**config.mk**
```make
export PLATFORM = sky130hd
export DESIGN_NAME = surfboard_loader
export DESIGN_NICKNAME = d
export VERILOG_FILES = /design/src/rtl/surfboard_pkg.sv /design/src/rtl/surfboard_loader.sv
export SDC_FILE = /design/constraint.sdc
export NUM_CORES = 1
export LEC_CHECK = 0
export ABC_AREA = 0
export ABC_CLOCK_PERIOD_IN_PS = 2400
export BUFFER_PORTS_ARGS = -buffer_cell sky130_fd_sc_hd__buf_2
export CAP_MARGIN = 10
export CORE_MARGIN = 2
export CORE_UTILIZATION = 47
export CTS_BUF_LIST = sky130_fd_sc_hd__clkbuf_4 sky130_fd_sc_hd__clkbuf_8
export CTS_CLUSTER_SIZE = 10
export DETAILED_ROUTE_END_ITERATION = 12
export PLACE_DENSITY = 0.68
export SYNTH_ARGS = -nofsm -noshare
export SYNTH_HDL_FRONTEND = slang
export SYNTH_SLANG_ARGS = --single-unit
export TNS_END_PERCENT = 1
```
**constraint.sdc**
```tcl
create_clock -name clk -period 2.4 [get_ports clk]
set_input_delay 0.48 -clock clk [delete_from_list [all_inputs] [get_ports clk]]
set_output_delay 0.48 -clock clk [all_outputs]
set_load 0.02 [all_outputs]
```
**src/rtl/surfboard_pkg.sv**
```systemverilog
// Shared constants and types for the surfboard 3x3 matrix-multiply datapath.
package surfboard_pkg;

  localparam int ELEMS     = 9;
  localparam int FRAME_LEN = 18;

  typedef logic [4:0] idx_t;

  typedef enum logic [0:0] {
    LOAD = 1'b0,
    HOLD = 1'b1
  } loader_state_e;

endpackage

```
**src/rtl/surfboard_loader.sv**
```systemverilog
// Serial-to-parallel loader: collects 9 A and 9 B elements per frame and holds
// them for the combinational multiplier until the consumer handshakes.
module surfboard_loader
  import surfboard_pkg::*;
#(
  parameter int W     = 4,
  parameter int CNT_W = 16
) (
  input  logic             clk,
  input  logic             rst_n,
  input  logic [W-1:0]     in_data,
  input  logic             in_valid,
  output logic             in_ready,
  input  logic             in_last,
  output logic [W-1:0]     a_out [0:ELEMS-1],
  output logic [W-1:0]     b_out [0:ELEMS-1],
  output logic             out_valid,
  input  logic             out_ready,
  output logic             frame_err,
  output logic [CNT_W-1:0] frame_cnt
);

  localparam idx_t LAST_IDX = idx_t'(FRAME_LEN - 1);

  loader_state_e state_r;
  idx_t          idx_r;
  logic          accept_s;

  // Input handshake is a pure function of the FSM state.
  always_comb begin
    in_ready = (state_r == LOAD);
    accept_s = in_valid && in_ready;
  end

  // Frame assembly FSM, index counter, output registers and frame counter.
  always_ff @(posedge clk or negedge rst_n) begin
    if (!rst_n) begin
      state_r   <= LOAD;
      idx_r     <= idx_t'(0);
      out_valid <= 1'b0;
      frame_err <= 1'b0;
      frame_cnt <= {CNT_W{1'b0}};
      for (int i = 0; i < ELEMS; i++) begin
        a_out[i] <= {W{1'b0}};
        b_out[i] <= {W{1'b0}};
      end
    end else begin
      frame_err <= 1'b0;
      case (state_r)
        LOAD: begin
          if (accept_s) begin
            if (idx_r == LAST_IDX) begin
              idx_r <= idx_t'(0);
              if (in_last) begin
                b_out[ELEMS-1] <= in_data;
                state_r        <= HOLD;
                out_valid      <= 1'b1;
              end else begin
                frame_err <= 1'b1;
              end
            end else if (in_last) begin
              // Early last: the element is dropped and the frame restarts.
              frame_err <= 1'b1;
              idx_r     <= idx_t'(0);
            end else begin
              for (int i = 0; i < ELEMS; i++) begin
                if (idx_r == idx_t'(i)) begin
                  a_out[i] <= in_data;
                end
                if (idx_r == idx_t'(i + ELEMS)) begin
                  b_out[i] <= in_data;
                end
              end
              idx_r <= idx_r + idx_t'(1);
            end
          end
        end
        HOLD: begin
          if (out_ready) begin
            frame_cnt <= frame_cnt + CNT_W'(1);
            state_r   <= LOAD;
            out_valid <= 1'b0;
          end
        end
        default: begin
          state_r   <= LOAD;
          idx_r     <= idx_t'(0);
          out_valid <= 1'b0;
        end
      endcase
    end
  end

endmodule
```
Yosys cells after proc, flatten, opt, wreduce, memory -nomap -nowiden

Index checks and enable logic that the tools add are counted.
Widths: inputs -> output; s select.

Add/sub/neg operators: 2
Equal/unequal tests: 21
Muxes and demuxes: 18
Bitwise gates (word level): 3
Reductions and logical operators: 23

Operators by type and width:

| kind                  | number |
|---|---|
| $reduce_and 5->1      | 17 |
| $eq 5x4->1 const B    | 8 |
| $eq 5x3->1 const B    | 4 |
| $add 16x1->16 const B | 1 |
| $mux 1                | 12 |
| $eq 5x2->1 const B    | 2 |
| $eq 5x5->1 const B    | 2 |
| $mux 5                | 2 |
| $mux 4                | 2 |
| $reduce_and 4->1      | 2 |
| $ne 2x1->1 const B    | 3 |
| $add 5x1->5 const B   | 1 |
| $eq 5x1->1 const B    | 1 |
| $logic_not 5->1       | 1 |
| $pmux 1 s2            | 2 |
| $reduce_and 2->1      | 2 |
| $not 1->1             | 3 |
| $ne 2x2->1 const B    | 1 |
| $logic_and 1x1->1     | 1 |

Register bits after elaboration: 96
Input port bits: 9
Output and inout port bits: 91
Word-level logic and storage cells: 90

Longest topological paths before layout

Gate-level depths: netlist of run 1.

Depth after elaboration: 4
Gate-level depth with buffers: 8
Gate-level depth less buffers: 8

Worst setup path before layout of run 1

Ideal clock, no wire load.

Path type: reg2reg
Start point: register idx_r[1]
End point: register b_out[28] (netlist bit)
Setup time: 125 ps
Arrival: 1937 ps
Required time: 2275 ps
Path slack: 338 ps
Stages on the path, launching flop included: 9
Buffers on the path: 0
Period minus slack after synthesis: 2062 ps
Cells stage by stage: dfrtp_1 -> inv_1 -> ha_1 -> nand3_1 -> ha_1 -> and4bb_2 -> nand2_1 -> nor2_2 -> mux2_2

Longest elaborated chain between the ends: 3
Elaborated cells between the ends (all ways): 4
Classes of those cells: eq/ne (2); bitwise (1); reduce/logical (1)

Ends and longest elaborated chain:

| element                         | RTL line               | source |
|---|---|---|
| from (decl)                     | surfboard_loader.sv:26 | `idx_t idx_r;` |
| from (signal assigned)          | surfboard_loader.sv:39 | `idx_r <= idx_t'(0);` |
| from (signal assigned)          | surfboard_loader.sv:53 | `idx_r <= idx_t'(0);` |
| from (signal assigned)          | surfboard_loader.sv:64 | `idx_r <= idx_t'(0);` |
| $eq 5x5->1                      | surfboard_loader.sv:52 | `if (idx_r == LAST_IDX) begin` |
| $not 1->1 (no line)             | --                     |  |
| $reduce_and 5->1 (no line) *    | --                     |  |
| to (signal, indexed assignment) | surfboard_loader.sv:45 | `b_out[i] <= {W{1'b0}};` |
| to (signal, indexed assignment) | surfboard_loader.sv:55 | `b_out[ELEMS-1] <= in_data;` |
| to (signal, indexed assignment) | surfboard_loader.sv:71 | `b_out[i] <= in_data;` |
| to (decl)                       | surfboard_loader.sv:16 | `output logic [W-1:0] b_out [0:ELEMS-1],` |

Every way passes the cells marked *; elsewhere a longest branch is shown, timed or not.
A chain may end at the register's enable or synchronous reset.

Worst setup path after layout of run 1

Start point: register idx_r[1]
End point: register b_out[15] (netlist bit)

Same word-level chain as after synthesis.

==> impl_results.md, run 1 <==
* Run status: finished, final reports clean
* Post-DP HPWL at 5.91 mm
* Depth of the worst register-to-register path at 8
* Number of sinks handled by clock tree synthesis at 96
* Number of vias in the routed layout at 2,594
* Cells after synthesis at 286
* Area of the die at 9250 µm²
* Average wire per cell in the routed design at 16.6 µm
* Detailed-route DRC error count at 0
* Die Y at 96.2 µm
* Share of power burned in the clock network at 27.5%
* Routability congestion estimate from global placement at 0.830
* Clock transition at path regs at 0.10 ns
* CTS Buf Count at 9
* Share of the clock period used by the worst path after layout at 96.5%
* Pin count of the biggest net entering global routing at 51
* Highest metal layer used by the detailed router: met4
* Final Max Tran Viols at 0
* Yosys reg bits at 96
* Number of fill cells in the layout at 706
* Fin cells at 499
* Number of placed I/O pins at 100
* Placed Cells incl. Taps at 484
* Combinational share of power at 21.8%
* Routed length on met1 at 3.64 mm
* Kind of end point of the critical path: flop
* Fraction of power spent switching nets at 30.5%
* Number of H-tree levels at 3
* Starting density of the core at 48.6%
* Area growth, synth to finish at 20.2%
* Number of maximum-capacitance constraint violations at 0
* Time the final worst path needs with I/O delays and setup at 2.32 ns
* Clock tree from TritonCTS: built
* Hold WC Path Type: in2async
* Final-report setup violation count at 0
* Maximum clock path buffer count at 2
* Switching power total at 1.17 mW
* Unrepaired setup endpoints after global routing: true
* Net count after synthesis at 302
* Yosys warning count at 0
* Sequential Area at 2400 µm²
* Cell taking the most area after synthesis: dfrtp_1
* Cells taking the most area after synthesis: dfrtp_1, mux2_2, ha_1, xnor2_1, mux2_4
* Number of nets with antenna violations after routing at 0
* Length of routed met3 wiring at 482 µm
* Global routing usage summed across all routing layers at 19.1%
* GR Overflow Total at 0
* Post-route clock skew at 0.0130 ns
* Relative contribution of sequential cells to total power at 50.8%
* Layout cells sized above 1 at 51.3%
* Worst Setup Start Kind: flop
* Mean number of vias per cell at 5.20
* Overall power consumption at 3.84 mW
* Pin slew with the least headroom to its limit at 0.653 ns
* Total routed wirelength at 8.29 mm
* Int Pwr at 2.66 mW
* Initial DRC count at 113
* Critical path type: reg2reg
* Post-synthesis instance area at 3990 µm²
* Final number of hold-violating endpoints at 0
* F_max at 432 MHz
* Worst vdd rail ir drop at 0.424 mV
* Leak at 2.57 nW
* First-pass GRT wire length at 13.2 mm
* Total of buffers placed on input and output ports at 99
* Distinct cells, synth at 34
* Initial antenna violation count at 0
* Via count of the first global-routing pass at 2,600
* Area share of the leading cell type in the synthesized netlist at 60.2%
* Post-layout net count at 406
* Origin of the critical flop-to-flop path: idx_r[1]
* Core region area at 8220 µm²
* Clock insertion delay at the later pin of the skew report at 0.35 ns
* Arr. time, crit path at 2.56 ns
* Die Wd at 96.2 µm
* 1st-pass router iterations at 4
* Worst-path fanout max at 5
* Routed length on met2 at 4.07 mm
* Clock root buffer: clkbuf_8
* Placement Rows at 33
* Power density normalized to cell area at 799 nW/µm²
* Worst max-slew margin expressed relative to the limit at 56.5%
* Hold bufs inserted after CTS at 0
* Antenna Cells at 0
* Fraction of the yosys area taken by sequential cells at 60.2%
* Avg Cell Area, Syn at 14.0 µm²
* Area of the multi-input gates at 1510 µm²
* Required time worst endpoint at 2.64 ns
* CP startpoint: idx_r[1]
[worst max-delay path, stage by stage, from the launching register on]
cell      delay [ns]
dfrtp_1         0.42
inv_1           0.09
ha_1            0.22
nand3_1         0.15
ha_2            0.27
and4bb_2        0.30
nand2_1         0.15
nor2_2          0.24
mux2_2          0.37
[timing repair]
item	CTS	global route
gates resized for setup	0	1
setup endpoints to repair	0	13
buffers inserted	0	0
[cell usage after synthesis, drive strengths merged]
| library cell | number |
|---|---|
| dfrtp | 96 |
| mux2 | 73 |
| nor2 | 18 |
| nand2 | 16 |
| nand3 | 11 |
| xnor2 | 9 |
| ha | 7 |
| inv | 7 |
| nand4 | 6 |
| xor2 | 6 |
| clkbuf | 5 |
| nor3 | 5 |
| o21ai | 5 |
| buf | 4 |
| and4 | 3 |
| and2 | 2 |
| and3 | 2 |
| nand2b | 2 |
| nor2b | 2 |
| a21oi | 1 |
| a31oi | 1 |
| and4bb | 1 |
| o21a | 1 |
| o21bai | 1 |
| o2bb2ai | 1 |
| or2 | 1 |
[cell families (layout without fill, tap and decap cells)]
logic type | count (synthesis) | in the layout | synth area share [%]
DFF | 96 | 96 | 60.2
muxes | 73 | 73 | 21.0
and+or+nand+nor | 69 | 69 | 9.78
buffers and inverters | 16 | 124 | 2.10
xor gates and xnor gates | 15 | 15 | 3.29
AOI/OAI and AO/OA | 10 | 10 | 1.50
adders and majority gates | 7 | 7 | 2.19
[layout make-up]
type / count / share of cell area [%]
sequential: 96 / 50.1
tap: 105 / 2.74
clock inverter: 5 / 1.38
clock buffer: 10 / 2.74
multi-input combinational: 174 / 31.4
inverter: 7 / 0.547
timing repair buffer: 102 / 11.1
[power groups by stage]
stage	logic (mW)	clock network [mW]	registers (mW)
CTS	0.849	1.09	1.95
finish	0.835	1.05	1.95
global placement	0.829	0	1.97
detailed placement	0.846	0	1.98
floorplan	0.254	0	2.23
global route	0.910	1.17	1.98
[per-stage QoR]
stage               hold slack, ns  worst slack [ns]  cell area [µm²]  utilization [%]  TNS, ns
floorplan                    0.184             0.338             3990                -        0
detailed placement           0.456             0.120             4600             56.0        0
finish                       0.133            0.0837             4800             58.4        0
global placement             0.455             0.203             4600             56.0        0
CTS                          0.152            0.0845             4800             58.4        0
global route                 0.173           -0.0492             4800             58.4   -0.331
[layout by cell type (no fill, tap or decap), types with 2 or more instances in the layout]
cell | synthesis | routed
clkbuf_8 | 0 | 9
inv_1 | 7 | 7
mux2_4 | 4 | 4
xor2_1 | 6 | 6
nand4_1 | 5 | 5
buf_2 | 1 | 98
dfrtp_1 | 96 | 96
nor2_1 | 12 | 12
buf_4 | 0 | 3
and4_1 | 3 | 3
and3_1 | 2 | 2
nor3_1 | 3 | 3
nor2_2 | 5 | 5
o21ai_0 | 5 | 5
xnor2_1 | 9 | 9
nand2b_1 | 2 | 2
nand3_1 | 11 | 11
mux2_2 | 69 | 69
nand2_1 | 16 | 16
and2_1 | 2 | 2
ha_1 | 7 | 6
[flip-flops by register name, indices dropped and copies added (netlist names)]
name       cells
frame_err      1
frame_cnt     16
b_out         36
a_out         36
state_r        1
idx_r          5
out_valid      1
[worst paths after layout]
| kind | to | slack (ns) |
|---|---|---|
| max | b_out[15] | 0.08 |
| min | frame_cnt[9] | 0.13 |
| max reg2reg | b_out[15] | 0.08 |
| min reg2reg | frame_cnt[15] | 0.46 |
| max in group asynchronous | idx_r[3] | 1.62 |
| min in group clk | state_r | 0.36 |
[per-layer routing]
layer | up-vias | global-route usage, %
met5 | - | 0
li1 | 1199 | -
met2 | 61 | 30.1
met1 | 1325 | 25.3
met4 | 0 | 7.14
met3 | 9 | 5.01
Power figures use the tool's default switching activity.
==> run 2, diff against run 1 <==
CELL_PAD_IN_SITES_DETAIL_PLACEMENT = 1   (was unset)
CELL_PAD_IN_SITES_GLOBAL_PLACEMENT = 1   (was unset)
CORE_UTILIZATION = 44   (was 47)
PLACE_DENSITY = 0.78   (was 0.68)
==> run 2 against run 1 <==
Compared with the run above: core utilization shrank 3.7 points; first-iteration DRC count shrank 24%; hold slack lost 0.079 ns; highest routed layer unchanged.
==> impl_results.md, run 2 (synthesis results as in run 1) <==
* Clock tree from TritonCTS: built
* Top flop regs: a_out (36), b_out (36), frame_cnt (16)
* Initial antenna violation count at 0 (unchanged)
* Routability congestion estimate from global placement at 0.812 (-2.2%)
* Via count of the first global-routing pass at 2,852 (+9.7%)
* Post-layout net count at 405 (-0.25%)
* Average wire per cell in the routed design at 18.5 µm (+11%)
* Final setup TNS at 0 ns (unchanged)
* Number of H-tree levels at 3 (unchanged)
* Final-report setup violation count at 0 (unchanged)
* Required time worst endpoint at 2.65 ns (about the same)
* Total routed wirelength at 9.29 mm (+12%)
* Clock insertion delay at the later pin of the skew report at 0.37 ns (+0.02 ns)
* Die Y at 99.3 µm (+3.2%)
* Layout cells sized above 1 at 51.5% (+0.25 points)
* Time the final worst path needs with I/O delays and setup at 2.25 ns (-0.0651 ns)
* Mean number of vias per cell at 5.23 (+0.67%)
* 1st-pass router iterations at 4 (unchanged)
* Most used cells in the layout excluding fill and tap cells: buf_2, dfrtp_1, mux2_2
* Sequential Area at 2400 µm² (unchanged)
* Detailed-route DRC error count at 0 (unchanged)
* Placed instance area at 4600 µm² (about the same)
* Initial DRC count at 86 (-24%)
* Clock root buffer: clkbuf_8
* Worst Hold Margin at 0.0541 ns (-0.0790 ns)
* Post-DP HPWL at 6.65 mm (+13%)
* Fraction of power spent switching nets at 31.7% (+1.1 points)
* Kind of end point of the critical path: flop
* Share of the clock period used by the worst path after layout at 93.8% (-2.7 points)
* Busiest layer in global routing: met2
* Power density normalized to cell area at 786 nW/µm² (-1.7%)
* Core region area at 8760 µm² (+6.7%)
* Hold WC Path Type: in2async
* Worst vdd rail ir drop at 0.418 mV (-1.6%)
* Total of buffers placed on input and output ports at 99 (unchanged)
* Antenna Cells at 0 (unchanged)
* Critical path type: reg2reg
* Met3 track demand over resource at 4.08% (-0.94 points)
* First-pass GRT wire length at 15.2 mm (+15%)
* Placement Rows at 34 (+3.0%)
* Relative contribution of sequential cells to total power at 51.7% (+0.9 points)
* Clock transition at path regs at 0.10 ns (about the same)
* Fin cells at 502 (+0.60%)
* Worst Setup Start Kind: flop
* Maximum clock path buffer count at 2 (unchanged)
* Number of nets with antenna violations after routing at 0 (unchanged)
* Most frequent standard cell in the layout excluding fill and tap cells: buf_2
* Cell area after layout at 4800 µm² (about the same)
* Met2 track demand over resource at 34.4% (+4.3 points)
* Starting density of the core at 45.6% (-3.0 points)
* Switching power total at 1.19 mW (+1.8%)
* Unrepaired setup endpoints after global routing: false
* Pin slew with the least headroom to its limit at 0.570 ns (-0.0828 ns)
* Arr. time, crit path at 2.50 ns (-0.06 ns)
* Int Pwr at 2.58 mW (-3.3%)
* Leak at 2.55 nW (-0.65%)
* Post-route clock skew at 0.0151 ns (+0.00207 ns)
* Placed Cells incl. Taps at 486 (+0.41%)
* CTS Buf Count at 9 (unchanged)
* GR Overflow Total at 0 (unchanged)
* Final Max Tran Viols at 0 (unchanged)
* Final number of hold-violating endpoints at 0 (unchanged)
* Area of the multi-input gates at 1530 µm² (+1.5%)
* Number of maximum-capacitance constraint violations at 0 (unchanged)
* Number of sinks handled by clock tree synthesis at 96 (unchanged)
* Number of fill cells in the layout at 946 (+34%)
* Number of placed I/O pins at 100 (unchanged)
* Number of vias in the routed layout at 2,627 (+1.3%)
* Area growth, synth to finish at 20.2% (about the same)
* Post-CTS setup-driven buffer insertion count at 0 (unchanged)
* Combinational share of power at 22.4% (+0.6 points)
* Run status: finished, final reports clean
* Share of power burned in the clock network at 25.8% (-1.7 points)
* Global routing usage summed across all routing layers at 19.8% (+0.77 points)
* Area of the die at 9850 µm² (+6.5%)
* Overall power consumption at 3.77 mW (-1.7%)
* Worst-path fanout max at 5 (unchanged)
* Pin count of the biggest net entering global routing at 63 (+24%)
* F_max at 444 MHz (+2.9%)
* Worst max-slew margin expressed relative to the limit at 61.8% (+5.3 points)
* Fraction of met1 tracks used by global routing at 24.6% (-0.73 points)
* Die Wd at 99.3 µm (+3.2%)
## run 2: changes by cell type in the layout (fill, tap and decap cells not counted), sizes merged
cell	change
buf	-1
bufinv	-1
inv	-2
clkinv	+1
clkinvlp	+2
clkbuf	+1
## run 2: critical path, cell delays in order (launching register included)
cell      delay, ns
dfrtp_1        0.43
inv_1          0.08
ha_1           0.22
nand3_1        0.17
ha_2           0.27
and4bb_2       0.31
nand2_2        0.14
nor2_4         0.16
mux2_2         0.35
## run 2: area by class of cell
class                      instances  area share, %
tap                              108           2.82
timing repair buffer             101           11.0
inverter                           7          0.548
multi-input combinational        174           31.9
clock buffer                      11           3.02
sequential                        96           50.1
clock inverter                     5          0.678
## run 2: through the flow
stage | worst slack, ns | utilization, %
after floorplan | 0.338 | -
after global placement | 0.210 | 52.4
after detailed placement | 0.0609 | 52.4
after CTS | 0.0470 | 54.5
after global routing | 0.0159 | 54.8
final | 0.149 | 54.8
## run 2: power groups by stage
stage / Clock, mW / Combinational (mW) / Sequential, mW
final: 0.974 / 0.846 / 1.95
after global routing: 1.07 / 0.910 / 1.98
after CTS: 1.01 / 0.860 / 1.96
after detailed placement: 0 / 0.856 / 1.99
after global placement: 0 / 0.829 / 1.97
after floorplan: 0 / 0.254 / 2.23
## run 2: repair_timing
action                     4_1_cts  5_1_grt
setup endpoints to repair        0       26
gates resized for setup          0        6
hold buffers                     0        0
## run 2: worst paths after layout
path,start,to,slack [ns],cells past startpoint
setup / recovery,idx_r[1],b_out[12],0.15,8
hold / removal,rst_n,frame_cnt[8],0.05,1
setup reg to reg,idx_r[1],b_out[12],0.15,8
hold reg to reg,frame_cnt[15],frame_cnt[15],0.49,1
max in group asynchronous,rst_n,b_out[14],1.65,2
min in group clk,out_ready,state_r,0.35,2
## run 2: layer usage
metal  vias up  wire length, µm
met3        10              443
met2        62             4730
met5         -                0
li1       1190                -
met4         0              160
met1      1365             3950
==> run 3, diff against run 2 <==
CORE_UTILIZATION = 41   (was 44)
PLACE_DENSITY = 0.73   (was 0.78)
==> run 3 against run 2 <==
Compared with the run above: worst setup slack improved by 0.071 ns; hold slack better by 0.10 ns; global-route usage decreased by 1.3 points; highest routed layer unchanged.
==> impl_results.md, run 3 (synthesis results as in run 1) <==
* Run status: finished, final reports clean
* CTS Buf Count at 9 (unchanged)
* Final setup TNS at 0 ns (unchanged)
* Placed instance area at 4630 µm² (+0.84%)
* Worst Setup Start Kind: flop
* Int Pwr at 2.79 mW (+8.3%)
* Top flop regs: a_out (36), b_out (36), frame_cnt (16)
* Maximum clock path buffer count at 2 (unchanged)
* Cell area after layout at 4890 µm² (+1.9%)
* Die Y at 103 µm (+3.5%)
* Total of buffers placed on input and output ports at 99 (unchanged)
* Final Max Tran Viols at 0 (unchanged)
* Pin slew with the least headroom to its limit at 0.666 ns (+0.0954 ns)
* Detailed-route DRC error count at 0 (unchanged)
* Unrepaired setup endpoints after global routing: false
* Relative contribution of sequential cells to total power at 49.2% (-2.5 points)
* Most frequent standard cell in the layout excluding fill and tap cells: buf_2
* Worst-path fanout max at 5 (unchanged)
* Most used cells in the layout excluding fill and tap cells: buf_2, dfrtp_1, mux2_2
* Area of the die at 10,500 µm² (+7.0%)
* Routability congestion estimate from global placement at 0.845 (+4.1%)
* Clock root buffer: clkbuf_8
* Layout cells sized above 1 at 51.9% (+0.38 points)
* Final-report setup violation count at 0 (unchanged)
* Fraction of power spent switching nets at 29.7% (-1.9 points)
* Time the final worst path needs with I/O delays and setup at 2.18 ns (-0.0712 ns)
* Post-route clock skew at 0.00799 ns (-0.00710 ns)
* Average wire per cell in the routed design at 17.4 µm (-6.0%)
* Number of placed I/O pins at 100 (unchanged)
* Mean number of vias per cell at 4.96 (-5.2%)
* Final number of hold-violating endpoints at 0 (unchanged)
* Hold WC Path Type: in2async
* Die Wd at 103 µm (+3.5%)
* Clock transition at path regs at 0.09 ns (about the same)
* Area growth, synth to finish at 22.5%
* Leak at 2.58 nW (+1.1%)
* Combinational share of power at 21.3% (-1.1 points)
* Total routed wirelength at 9.18 mm (-1.2%)
* Clock insertion delay at the later pin of the skew report at 0.36 ns (about the same)
* Worst max-slew margin expressed relative to the limit at 55.6% (-6.2 points)
* Critical path type: reg2reg
* GR Overflow Total at 0 (unchanged)
* Antenna Cells at 0 (unchanged)
* Initial DRC count at 83 (-3.5%)
* First-pass GRT wire length at 14.6 mm (-3.7%)
* Arr. time, crit path at 2.42 ns (-0.08 ns)
* Core region area at 9590 µm² (+9.5%)
* Switching power total at 1.18 mW (-1.0%)
* Starting density of the core at 41.6% (-3.9 points)
* Number of vias in the routed layout at 2,619 (-0.30%)
* Kind of end point of the critical path: flop
* Final Core Density at 51.0% (-3.8 points)
* Slowest cell on the critical path: dfrtp_1
* Via count of the first global-routing pass at 2,783 (-2.4%)
* Worst vdd rail ir drop at 0.358 mV (-14%)
* Crit-path cells: inv_1, ha_1, nand3_2, ha_2, and4bb_2, nand2_2, nor2_4, mux2_2
* F_max at 459 MHz (+3.3%)
* Share of the clock period used by the worst path after layout at 90.8% (-3.0 points)
* Placement Rows at 36 (+5.9%)
* Number of nets with antenna violations after routing at 0 (unchanged)
* Clock tree from TritonCTS: built
* Pin count of the biggest net entering global routing at 54 (-14%)
* Global routing usage summed across all routing layers at 18.6% (-1.3 points)
* Cell family with most CP delay: simple AND/OR/NAND/NOR gates
* Share of power burned in the clock network at 29.4% (+3.6 points)
* Delay of the slowest cell on the worst path at 0.42 ns (about the same)
* Required time worst endpoint at 2.64 ns (about the same)
* Initial antenna violation count at 0 (unchanged)
* Post-layout net count at 406 (+0.25%)
* Post-DP HPWL at 6.63 mm (-0.33%)
* Number of sinks handled by clock tree synthesis at 96 (unchanged)
* Number of maximum-capacitance constraint violations at 0 (unchanged)
* Power density normalized to cell area at 812 nW/µm² (+3.4%)
* 1st-pass router iterations at 4 (unchanged)
* Number of H-tree levels at 3 (unchanged)
* Number of buffer and inverter instances along the worst setup path at 1 (unchanged)
## run 3: cell count changes in the layout (fill, tap and decap cells not counted)
cell,previous run,this run
clkinvlp_4,3,2
nand3_2,0,1
bufinv_16,0,2
clkinv_2,2,1
buf_4,2,3
nand3_1,11,10
## run 3: layer usage
layer,track usage (%),share of wire [%]
met5,0,0
met4,5.44,1.0
met3,5.90,5.3
met2,32.4,51
met1,22.0,42
## run 3: power by group through the flow
stage | logic (mW) | clock network [mW] | registers [mW]
final | 0.848 | 1.17 | 1.96
after global routing | 0.910 | 1.27 | 1.99
after CTS | 0.862 | 1.21 | 1.96
after detailed placement | 0.861 | 0 | 1.99
after global placement | 0.835 | 0 | 1.98
after floorplan | 0.254 | 0 | 2.23
## run 3: what timing repair did
item	CTS	global route
resized for setup	0	7
endpoints found under the setup margin	0	38
hold buffers	0	0
setup buffers	0	0
## run 3: final timing paths
kind                          startpoint             to  slack [ns]  depth (start not counted)
max reg2reg                     idx_r[1]      b_out[14]        0.22                          8
min reg2reg                frame_cnt[15]  frame_cnt[15]        0.47                          1
min in group clk               out_ready        state_r        0.37                          2
max in group asynchronous          rst_n      b_out[12]        1.55                          2
min                                rst_n      a_out[21]        0.16                          1
max                             idx_r[1]      b_out[14]        0.22                          8
## run 3: final cells by class
class / count / area [µm²]
Clock inverter: 5 / 80.1
Inverter: 7 / 26.3
Multi-Input combinational cell: 174 / 1540
Clock buffer: 11 / 145
Tap cell: 133 / 166
Fill cell: 1028 / 4700
Timing Repair Buffer: 102 / 533
Sequential cell: 96 / 2400
## run 3: through the flow
stage          hold WS [ns]  setup slack [ns]  total power, mW  cells
2_1_floorplan         0.184             0.338             2.49    286
3_3_place_gp          0.460             0.196             2.81    512
3_5_place_dp          0.464            0.0804             2.85    512
4_1_cts               0.168            0.0551             4.03    528
5_1_grt               0.183            0.0719             4.17    528
6_report              0.158             0.220             3.97    528
